==> src/rtl/seq_pkg.sv <==
// Shared encodings for the instruction sequencer: register control codes,
// ULA function codes, opcodes and FSM state constants.
package seq_pkg;

  // Register control codes (tx/ty/tz)
  localparam logic [1:0] REG_CLEAR  = 2'd0;
  localparam logic [1:0] REG_LOAD   = 2'd1;
  localparam logic [1:0] REG_HOLD   = 2'd2;
  localparam logic [1:0] REG_SHIFTR = 2'd3;

  // ULA function codes
  localparam logic [2:0] ULA_ADD   = 3'd0;
  localparam logic [2:0] ULA_SUB   = 3'd1;
  localparam logic [2:0] ULA_AND   = 3'd2;
  localparam logic [2:0] ULA_OR    = 3'd3;
  localparam logic [2:0] ULA_PASSY = 3'd4;

  // Opcodes; 6..15 are undefined
  localparam logic [3:0] OP_NOP = 4'd0;
  localparam logic [3:0] OP_ADD = 4'd1;
  localparam logic [3:0] OP_SUB = 4'd2;
  localparam logic [3:0] OP_SHR = 4'd3;
  localparam logic [3:0] OP_AND = 4'd4;
  localparam logic [3:0] OP_OR  = 4'd5;

  // FSM states (ST_TRAP is only reachable with SEQ_TRAP_EN)
  typedef logic [2:0] state_t;
  localparam state_t ST_IDLE = 3'd0;
  localparam state_t ST_LDX  = 3'd1;
  localparam state_t ST_LDY  = 3'd2;
  localparam state_t ST_SHY  = 3'd3;
  localparam state_t ST_EXEC = 3'd4;
  localparam state_t ST_WRZ  = 3'd5;
  localparam state_t ST_FIN  = 3'd6;
  localparam state_t ST_TRAP = 3'd7;

endpackage

==> src/rtl/seq_decode.sv <==
// Combinational opcode decoder: legality, first micro-step and ULA code.
// Build option: SEQ_TRAP_EN routes undefined opcodes to ST_TRAP instead of ST_FIN.
module seq_decode
  import seq_pkg::*;
(
  input  logic [3:0] opcode,
  output logic       legal,
  output state_t     first_state,
  output logic [2:0] ula_code
);

  // Opcode -> {legal, first_state, ula_code}; SHR uses PASSY for its write-back
  always_comb begin
    legal       = 1'b1;
    first_state = ST_LDX;
    ula_code    = ULA_ADD;
    case (opcode)
      OP_NOP: first_state = ST_FIN;
      OP_ADD: ula_code    = ULA_ADD;
      OP_SUB: ula_code    = ULA_SUB;
      OP_SHR: begin
        first_state = ST_LDY;
        ula_code    = ULA_PASSY;
      end
      OP_AND: ula_code    = ULA_AND;
      OP_OR:  ula_code    = ULA_OR;
      default: begin
        legal = 1'b0;
`ifdef SEQ_TRAP_EN
        first_state = ST_TRAP;
`else
        first_state = ST_FIN;
`endif
      end
    endcase
  end

endmodule

==> src/rtl/seq_instrucao.sv <==
// Per-instruction sequencer for the X/Y/Z register + ULA datapath.
// Accepts one opcode per valid/ready handshake and steps through its
// micro-sequence one state per clock, pulsing done in FIN.
// Build option: SEQ_TRAP_EN adds a TRAP state and the trap_clr input.
//
// Handshake: an opcode is taken on a rising edge where instr_valid and
// instr_ready are both high; instr_ready is a pure decode of state (IDLE or
// FIN), so the source may hold instr_valid while ready is low and the
// opcode is captured exactly once.
module seq_instrucao
  import seq_pkg::*;
#(
  parameter int W_CODE = 4
) (
  input  logic              clock,
  input  logic              reset_n,
`ifdef SEQ_TRAP_EN
  input  logic              trap_clr,
`endif
  input  logic              instr_valid,
  output logic              instr_ready,
  input  logic [3:0]        opcode,
  output logic [W_CODE-1:0] tx,
  output logic [W_CODE-1:0] ty,
  output logic [W_CODE-1:0] tz,
  output logic [W_CODE-1:0] tula,
  output logic              busy,
  output logic              done,
  output logic              illegal,
  output state_t            state_dbg
);

  state_t     st, st_n;
  logic [2:0] ula_q, ula_n;
  logic       ill_q, ill_n;
  logic       accept;

  logic       dec_legal;
  state_t     dec_first;
  logic [2:0] dec_ula;

  logic [1:0] tx_n, ty_n, tz_n;
  logic [2:0] tula_n;
  logic       busy_n, done_n, illegal_n;

  seq_decode u_decode (
    .opcode      (opcode),
    .legal       (dec_legal),
    .first_state (dec_first),
    .ula_code    (dec_ula)
  );

  assign instr_ready = (st == ST_IDLE) || (st == ST_FIN);
  assign accept      = instr_valid && instr_ready;
  assign state_dbg   = st;

  // Next state, plus the instruction attributes as they will be after this edge
  always_comb begin
    st_n  = st;
    ula_n = accept ? dec_ula : ula_q;
    ill_n = accept ? !dec_legal : ill_q;
    case (st)
      ST_IDLE: if (accept) st_n = dec_first;
      ST_LDX:  st_n = ST_LDY;
      ST_LDY:  st_n = (ula_q == ULA_PASSY) ? ST_SHY : ST_EXEC;
      ST_SHY:  st_n = ST_WRZ;
      ST_EXEC: st_n = ST_WRZ;
      ST_WRZ:  st_n = ST_FIN;
      ST_FIN:  st_n = accept ? dec_first : ST_IDLE;
`ifdef SEQ_TRAP_EN
      ST_TRAP: st_n = trap_clr ? ST_FIN : ST_TRAP;
`endif
      default: st_n = ST_IDLE;
    endcase
  end

  // Output values for the state being entered, so outputs come straight from flops
  always_comb begin
    tx_n   = REG_HOLD;
    ty_n   = REG_HOLD;
    tz_n   = REG_HOLD;
    tula_n = ULA_ADD;
    case (st_n)
      ST_LDX:  tx_n = REG_LOAD;
      ST_LDY:  ty_n = REG_LOAD;
      ST_SHY:  ty_n = REG_SHIFTR;
      ST_EXEC: tula_n = ula_n;
      ST_WRZ: begin
        tz_n   = REG_LOAD;
        tula_n = ula_n;
      end
      default: ;
    endcase
    busy_n    = (st_n != ST_IDLE);
    done_n    = (st_n == ST_FIN);
    illegal_n = ((st_n == ST_FIN) && ill_n) || (st_n == ST_TRAP);
  end

  // State register and latched instruction attributes
  always_ff @(posedge clock or negedge reset_n) begin
    if (!reset_n) begin
      st    <= ST_IDLE;
      ula_q <= ULA_ADD;
      ill_q <= 1'b0;
    end else begin
      st    <= st_n;
      ula_q <= ula_n;
      ill_q <= ill_n;
    end
  end

  // Registered control outputs
  always_ff @(posedge clock or negedge reset_n) begin
    if (!reset_n) begin
      tx      <= W_CODE'(REG_HOLD);
      ty      <= W_CODE'(REG_HOLD);
      tz      <= W_CODE'(REG_HOLD);
      tula    <= '0;
      busy    <= 1'b0;
      done    <= 1'b0;
      illegal <= 1'b0;
    end else begin
      tx      <= W_CODE'(tx_n);
      ty      <= W_CODE'(ty_n);
      tz      <= W_CODE'(tz_n);
      tula    <= W_CODE'(tula_n);
      busy    <= busy_n;
      done    <= done_n;
      illegal <= illegal_n;
    end
  end

endmodule

==> config.mk <==
export PLATFORM = sky130hd
export DESIGN_NAME = seq_instrucao
export DESIGN_NICKNAME = d
export VERILOG_FILES = /design/src/rtl/seq_pkg.sv /design/src/rtl/seq_decode.sv /design/src/rtl/seq_instrucao.sv
export SDC_FILE = /design/constraint.sdc
export NUM_CORES = 1
export LEC_CHECK = 0
export BUFFER_PORTS_ARGS = -buffer_cell sky130_fd_sc_hd__buf_2
export CAP_MARGIN = 20
export CORE_ASPECT_RATIO = 1.25
export CORE_MARGIN = 2
export CORE_UTILIZATION = 47
export CTS_BUF_LIST = sky130_fd_sc_hd__clkbuf_4 sky130_fd_sc_hd__clkbuf_8
export CTS_CLUSTER_DIAMETER = 30
export DETAILED_ROUTE_END_ITERATION = 7
export GPL_TIMING_DRIVEN = 0
export HOLD_SLACK_MARGIN = 0.12
export PLACE_DENSITY = 0.84
export SETUP_SLACK_MARGIN = 0.02
export SLEW_MARGIN = 30
export SYNTH_ARGS = -nofsm -noshare
export SYNTH_HDL_FRONTEND = slang
export SYNTH_SLANG_ARGS = --single-unit
==> constraint.sdc <==
create_clock -name clock -period 1.6 [get_ports clock]
set_input_delay 0.16 -clock clock [delete_from_list [all_inputs] [get_ports clock]]
set_output_delay 0.16 -clock clock [all_outputs]
set_load 0.1 [all_outputs]
==> reports/results.tsv, run 1 <==
metric	value	unit
status	complete, but fails checks	
violations	setup timing	
placed_cells	136	
drc_errors	0	
start_kind	register	
die_w	44.9	um
drive_above_1_share	54.6	%
syn_area	983	um2
clk-insertion-delay-late	0.28	ns
period_share	107	%
fin_crit	1.72	ns
dpl.hpwl	1300	um
path_max_fanout	6	
syn_area_per_cell	11.0	um2
cts-htree-levels	1	
slowest_delay	0.51	ns
grt_pass1_vias	694	
wirelength	2020	um
synth_area_leaders	dfrtp_1 41%, dfstp_2 8.0%, buf_4 5.3%	
root_buffer	clkbuf_4	
syn_to_final_growth	36.8	%
grt_max_degree	20	
synth_edf_count	0	
max_freq	583	MHz
synthDistinctLibCells	39	
viasPerCell	5.17	
fin_setup_tns	-0.497	ns
cts.sink_count	19	
crit_type	reg -> reg	
tightest_slew	0.510	ns
vias	776	
gp_congestion	0.862	
drtPass1Iterations	4	
fp.dieH	55.1	um
cp_top_family	simple AND/OR/NAND/NOR gates	
cp_data_required_time	1.74	ns
rsz0062_at_grt	true	
cp_slowest_cell	dfrtp_4	
design.die.area	2480	um2
worst_slack	-0.116	ns
io_buffers	21	
initial_core_util	49.6	%
synth_area_leader_cell	dfrtp_1	
wl_per_cell	13.5	um
synth_top_area_share	40.7	%
std_cell_rows	18	
setup_viol	9	
hp-class	in -> reg	
cts_tree	built	
clockBufferDepth	2	
cp_data_arrival_time	1.86	ns
synth-seq-cells	19	
first_iter_violations	12	
diodes	0	
ios	30	
synth_flop_cell	dfrtp_1	
synth.most_common_cell	dfrtp_1	
report.final.hold_viol_count	0	
holdWs	0.278	ns
grt_remaining_overflow	0	
report.final.slew_viol_count	0	
netlist_instances	89	
max_slew_margin	65.6	%
antenna_found_initial	0	
synth_common_cells	16 x dfrtp_1, 7 x a21oi_1, 7 x buf_4	
yosysWarnings	0	
stdcell_count	150	
fillCellCount	149	
crit_chain	buf_4 > nor2b_1 > a22oi_1 > nand4_1 > nand4b_1	
crit_buf_inv	1	
end_kind	register	
synthArstFlopShare	100	%
globalRouteTotalUtil	16.4	%
fin_skew	0.00372	ns
drv_cap	0	
yosysSeqAreaShare	48.7	%
regArea	490	um2
cts_buffers	3	
core	1980	um2
nets	138	
clk_pin_slew	0.10	ns
drtAntennaViolNets	0	
grt_pass1_wl	2950	um
multiInputGateArea	513	um2
[per-layer routing]
layer,up-vias,part of all wire (%),global-route usage [%]
met5,-,0,0
met4,0,1.3,9.80
met3,2,5.0,1.30
met2,25,50,29.5
met1,367,44,18.9
li1,382,-,-
[final timing paths]
check / start / slack [ns] / end / cells past startpoint
min in group asynchronous: reset_n / 0.32 / ill_q / 2
setup reg to reg: state_dbg[2] / -0.12 / busy / 5
hold reg to reg: ill_q / 0.52 / ill_q / 2
setup / recovery: state_dbg[2] / -0.12 / busy / 5
max in group asynchronous: reset_n / 0.96 / tz[1] / 2
hold / removal: opcode[3] / 0.28 / tx[1] / 3
[layout by cell type, fill, tap and decap left out, types with 2 or more instances in the layout]
master and n:
a211o_1 2, a21oi_1 4, a21oi_2 2, buf_2 20, buf_4 15, buf_6 2
clkbuf_4 4, conb_1 7, dfrtp_1 13, dfrtp_4 3, dfstp_2 3, inv_1 6
mux2_4 2, nand2_1 4, nand3b_1 2, nand4_1 2, nor2_1 6, nor2b_4 4
o21ai_0 2, or3b_4 2
[per-stage QoR]
step	util [%]	cell area, um2	setup WS, ns
CTS	65.1	1290	-0.101
floorplan	-	1030	-0.251
global placement	58.6	1160	-0.162
detailed placement	58.6	1160	-0.203
global route	67.9	1350	-0.212
finish	67.9	1350	-0.116
[worst min-delay path, cell delays in order]
cell and delay (ns):
clkbuf_1 0.15, a21oi_1 0.15, nand2_1 0.09
[logic make-up after synthesis]
family,synth area share (%)
other,0.381
AOI/OAI and AO/OA,14.2
DFF,48.7
buffers and inverters,8.52
muxes,4.07
and+or+nand+nor,24.0
[state kept, by name, indices dropped and copies added (netlist names)]
register   cells
ill_q          1
busy           1
state_dbg      3
ula_q          3
ty             2
tx             2
tz             2
done           1
tula           3
illegal        1
[area by class of cell]
cell class | count | area share (%)
plain buffers | 8 | 4.19
clock buffers | 4 | 2.23
inverters | 6 | 1.67
multi-input cells | 61 | 38.1
flip-flops and latches | 19 | 36.5
well taps | 20 | 1.86
repair buffers | 32 | 15.4
[timing repair]
action                                  4_1_cts  5_1_grt
setup buffers                                 7        3
endpoints found under the hold margin        19        0
pin swaps                                     3        1
resized for setup                             9        8
endpoints found under the setup margin       14       11
hold buffers                                  1        0
Power of run 1 is left out: the tool's default activity adds up to more than one toggle a clock period on the data nets, which glitch-free logic cannot reach.
==> run 2, diff against run 1 <==
--- a/config.mk
+++ b/config.mk
@@ -15,7 +15,7 @@
 export DETAILED_ROUTE_END_ITERATION = 7
 export GPL_TIMING_DRIVEN = 0
 export HOLD_SLACK_MARGIN = 0.12
-export PLACE_DENSITY = 0.84
+export PLACE_DENSITY = 0.87
 export SETUP_SLACK_MARGIN = 0.02
 export SLEW_MARGIN = 30
 export SYNTH_ARGS = -nofsm -noshare
==> reports/results.tsv, run 2 (synthesized netlist as in run 1, its figures left out) <==
metric	value	unit
status	complete, but fails checks	
violations	setup timing	
diodes	0	
drive_above_1_share	54.7	%
placed_cells	136	
postLayoutCoreUtil	69.6	%
cts-htree-levels	1	
io_buffers	21	
worst_slack	-0.0991	ns
drtAntennaViolNets	0	
dpl.hpwl	1250	um
cp_data_arrival_time	1.85	ns
design.die.area	2480	um2
antenna_found_initial	0	
final_common_cell	buf_4	
rsz0062_at_grt	true	
tightest_slew	0.646	ns
vias	866	
layout_common_cells	24 x buf_4, 20 x buf_2, 13 x dfrtp_1	
end_kind	register	
grt_pass1_vias	632	
viasPerCell	5.45	
gp_congestion	0.849	
report.final.hold_viol_count	0	
path_max_fanout	6	
core	1980	um2
cp_data_required_time	1.75	ns
initial_core_util	49.6	%
ios	30	
cts_buffers	3	
hp-class	in -> reg	
setup_viol	10	
wl_per_cell	13.5	um
crit_chain	or3b_4 > o21a_4 > nor4_4 > buf_4 > a2111oi_2	
wirelength	2150	um
fin_setup_tns	-0.540	ns
report.final.slew_viol_count	0	
fp.dieH	55.1	um
globalRouteTotalUtil	15.5	%
start_kind	register	
root_buffer	clkbuf_4	
crit_type	reg -> reg	
clk_pin_slew	0.11	ns
max_slew_margin	57.0	%
grt_remaining_overflow	0	
cts.sink_count	19	
cp_slowest_cell	or3b_4	
drtPass1Iterations	4	
fin_skew	0.00720	ns
drv_cap	0	
drc_errors	0	
syn_to_final_growth	40.2	%
period_share	106	%
stdcell_count	159	
first_iter_violations	28	
slowest_delay	0.43	ns
die_w	44.9	um
fin_crit	1.70	ns
grt_pass1_wl	2750	um
grt_max_degree	20	
clk-insertion-delay-late	0.29	ns
cts_tree	built	
max_freq	589	MHz
nets	147	
cp_top_family	simple AND/OR/NAND/NOR gates	
holdWs	0.273	ns
crit_buf_inv	1	
std_cell_rows	18	
clockBufferDepth	2	
-- run 2: metrics by stage --
stage          cell area (um2)  setup WS [ns]
3_5_place_dp              1160         -0.181
2_1_floorplan             1030         -0.251
6_report                  1380        -0.0991
5_1_grt                   1380         -0.157
3_3_place_gp              1160         -0.162
4_1_cts                   1270        -0.0964
-- run 2: path summary, 6_finish.rpt --
| check | depth (start not counted) | end | startpoint | slack (ns) |
|---|---|---|---|---|
| max in group asynchronous | 2 | tz[1] | reset_n | 0.96 |
| max | 5 | illegal | ula_q[0] | -0.1 |
| max reg2reg | 5 | illegal | ula_q[0] | -0.1 |
| min | 3 | tx[1] | opcode[3] | 0.27 |
| min reg2reg | 2 | ill_q | ill_q | 0.52 |
| min in group asynchronous | 2 | ill_q | reset_n | 0.31 |
-- run 2: what timing repair did --
item,4_1_cts,5_1_grt
pin swaps,1,3
hold endpoints to repair,19,0
gates resized for setup,7,5
hold buffers,1,0
buffers inserted,7,12
setup endpoints to repair,14,11
-- run 2: final cells by class --
type / instances / area (um2)
multi-input cells: 61 / 477
fillers: 138 / 603
clock buffers: 3 / 22.5
plain buffers: 8 / 56.3
repair buffers: 41 / 280
clock inverters: 1 / 5.00
flip-flops and latches: 19 / 490
inverters: 6 / 22.5
well taps: 20 / 25.0
-- run 2: worst min-delay path, stage by stage --
cell and delay (ns):
clkbuf_1 0.15, a21oi_1 0.16, nand2_1 0.09
-- run 2: layer usage --
metal | track usage, % | vias up | share of wire (%)
met2 | 28.0 | 51 | 49
met1 | 17.5 | 407 | 42
met4 | 8.82 | 0 | 2.6
li1 | - | 396 | -
met3 | 1.95 | 12 | 6.3
met5 | 0 | - | 0
Power of run 2 is left out for the same reason.
==> run 3, diff against run 2 <==
--- a/config.mk
+++ b/config.mk
@@ -11,7 +11,7 @@
 export CORE_MARGIN = 2
 export CORE_UTILIZATION = 47
 export CTS_BUF_LIST = sky130_fd_sc_hd__clkbuf_4 sky130_fd_sc_hd__clkbuf_8
-export CTS_CLUSTER_DIAMETER = 30
+export CTS_CLUSTER_DIAMETER = 80
 export DETAILED_ROUTE_END_ITERATION = 7
 export GPL_TIMING_DRIVEN = 0
 export HOLD_SLACK_MARGIN = 0.12
@@ -20,4 +20,5 @@
 export SLEW_MARGIN = 30
 export SYNTH_ARGS = -nofsm -noshare
 export SYNTH_HDL_FRONTEND = slang
+export SYNTH_HIERARCHICAL = 1
 export SYNTH_SLANG_ARGS = --single-unit
==> reports/results.tsv, run 3 <==
metric	value	unit
dpl.hpwl	1430	um
synth_flop_cell	dfrtp_1	
layout_common_cells	24 x buf_2, 13 x dfrtp_1, 10 x nand2_1, 10 x buf_4, 7 x conb_1	
drt-met1-wl	792	um
top_layer	met4	
gp_congestion	0.833	
synth_common_cells	16 x dfrtp_1, 10 x nand2_1, 7 x buf_4, 7 x nor2_1, 6 x o21ai_0	
syn_to_final_growth	30.8	%
ios	30	
cts_buffers	3	
crit_type	reg -> reg	
wl_met2	1080	um
fillCellCount	166	
final_common_cell	buf_2	
violations	setup timing	
holdPathEnd	state_dbg[1]	
grt_pass1_vias	771	
yosysWarnings	6	
diodes	0	
report.final.hold_viol_count	0	
cp_data_required_time	1.80	ns
synthDistinctLibCells	40	
fin_crit	1.64	ns
grt_pass1_wl	3210	um
path_max_fanout	4	
grt_max_degree	20	
hp-start	instr_valid	
synth_area_leader_cell	dfrtp_1	
rr_worst_depth	4	
hp-class	in -> reg	
clk_pin_slew	0.10	ns
worst_slack	-0.0361	ns
start_kind	register	
fp.dieH	56.0	um
vias	826	
setup_viol	6	
fin_skew	0.00597	ns
initial_core_util	50.6	%
cp_data_arrival_time	1.83	ns
synthArstFlopShare	100	%
fin_setup_tns	-0.129	ns
nets	146	
std_cell_rows	18	
globalRouteTotalUtil	16.9	%
cp_slowest_cell	dfrtp_4	
drtAntennaViolNets	0	
cts_tree	built	
rsz0062_at_grt	true	
period_share	102	%
synth_area_leaders	dfrtp_1 39%, dfstp_2 7.8%, buf_4 5.2%	
grt_remaining_overflow	0	
hold_depth	3	
cts.sink_count	19	
core	2000	um2
end_kind	register	
stdcell_count	158	
cts-htree-levels	1	
viasPerCell	5.23	
route.met3.wl	73	um
drv_cap	0	
status	complete, but fails checks	
netlist_instances	103	
crit_chain	xor2_4 > nor3b_4 > mux2_2 > nor2b_1	
syn_area	1010	um2
slowest_delay	0.53	ns
synth.most_common_cell	dfrtp_1	
root_buffer	clkbuf_4	
timing.rr.end	tula[1]	
antenna_found_initial	0	
syn_area_per_cell	9.85	um2
placed_cells	150	
timing.rr.start	state_dbg[1]	
wl_per_cell	12.5	um
drc_errors	0	
yosysSeqAreaShare	47.2	%
die_w	45.6	um
io_buffers	21	
first_iter_violations	10	
max_freq	611	MHz
report.final.slew_viol_count	0	
clockBufferDepth	2	
drtPass1Iterations	4	
synth-seq-cells	19	
reg2reg_setup_slack	-0.04	ns
wirelength	1970	um
synth_edf_count	0	
drive_above_1_share	44.2	%
synth_top_area_share	39.5	%
design.die.area	2550	um2
clk-insertion-delay-late	0.30	ns
==> run 3: worst max-delay path by stage <==
stage / start / end / cells after the start
floorplan: state_dbg[1] / tula[0] / 4
global placement: opcode[2] / tz[1] / 7
detailed placement: opcode[2] / tz[1] / 7
CTS: state_dbg[1] / tula[1] / 4
global route: state_dbg[1] / tula[0] / 4
finish: state_dbg[1] / tula[1] / 4
==> run 3: metal layers <==
metal / track usage [%] / up-vias
li1: - / 409
met1: 18.6 / 391
met2: 30.4 / 24
met3: 3.90 / 2
met4: 5.04 / 0
met5: 0 / -
==> run 3: kinds of logic (layout without fill, tap and decap cells) <==
family | count (synthesis) | count (layout) | synth area share (%)
AND/OR/NAND/NOR | 40 | 40 | 22.7
AO/OA/AOI/OAI | 22 | 22 | 15.5
flip-flops | 19 | 19 | 47.2
buffers and inverters | 16 | 45 | 9.00
multiplexers | 4 | 4 | 4.32
other | 1 | 7 | 0.370
XOR/XNOR | 1 | 1 | 0.863
==> run 3: worst max-delay path: cells and delay by family (launching register included) <==
| family | cells | cell delay (ns) |
|---|---|---|
| DFF | 1 | 0.53 |
| xor gates and xnor gates | 1 | 0.21 |
| and+or+nand+nor | 2 | 0.42 |
| muxes | 1 | 0.38 |
==> run 3: stage by stage <==
step / setup slack, ns / hold WS (ns) / cell area (um2) / util [%]
after floorplan: -0.153 / -0.136 / 1080 / -
after global placement: -0.0729 / 0.107 / 1210 / 60.4
after detailed placement: -0.101 / 0.117 / 1210 / 60.4
after CTS: -0.0175 / 0.252 / 1300 / 64.7
after global routing: -0.0927 / 0.284 / 1330 / 66.2
final: -0.0361 / 0.267 / 1330 / 66.2
==> run 3: what timing repair did <==
item	4_1_cts	5_1_grt
buffers inserted	2	1
hold endpoints to repair	19	0
gates resized for setup	6	5
pin swaps	2	3
hold buffers	1	0
cloned	0	0
endpoints found under the setup margin	7	10
==> run 3: layout make-up <==
| class | instances | area (um2) | share of cell area, % |
|---|---|---|---|
| Buffer | 11 | 72.6 | 5.47 |
| Clock buffer | 3 | 22.5 | 1.70 |
| Clock inverter | 1 | 5.00 | 0.377 |
| Inverter | 5 | 18.8 | 1.41 |
| Multi-Input combinational cell | 74 | 541 | 40.7 |
| Sequential cell | 19 | 490 | 36.9 |
| Tap cell | 20 | 25.0 | 1.89 |
| Timing Repair Buffer | 25 | 153 | 11.5 |
Power of run 3 is left out for the same reason.
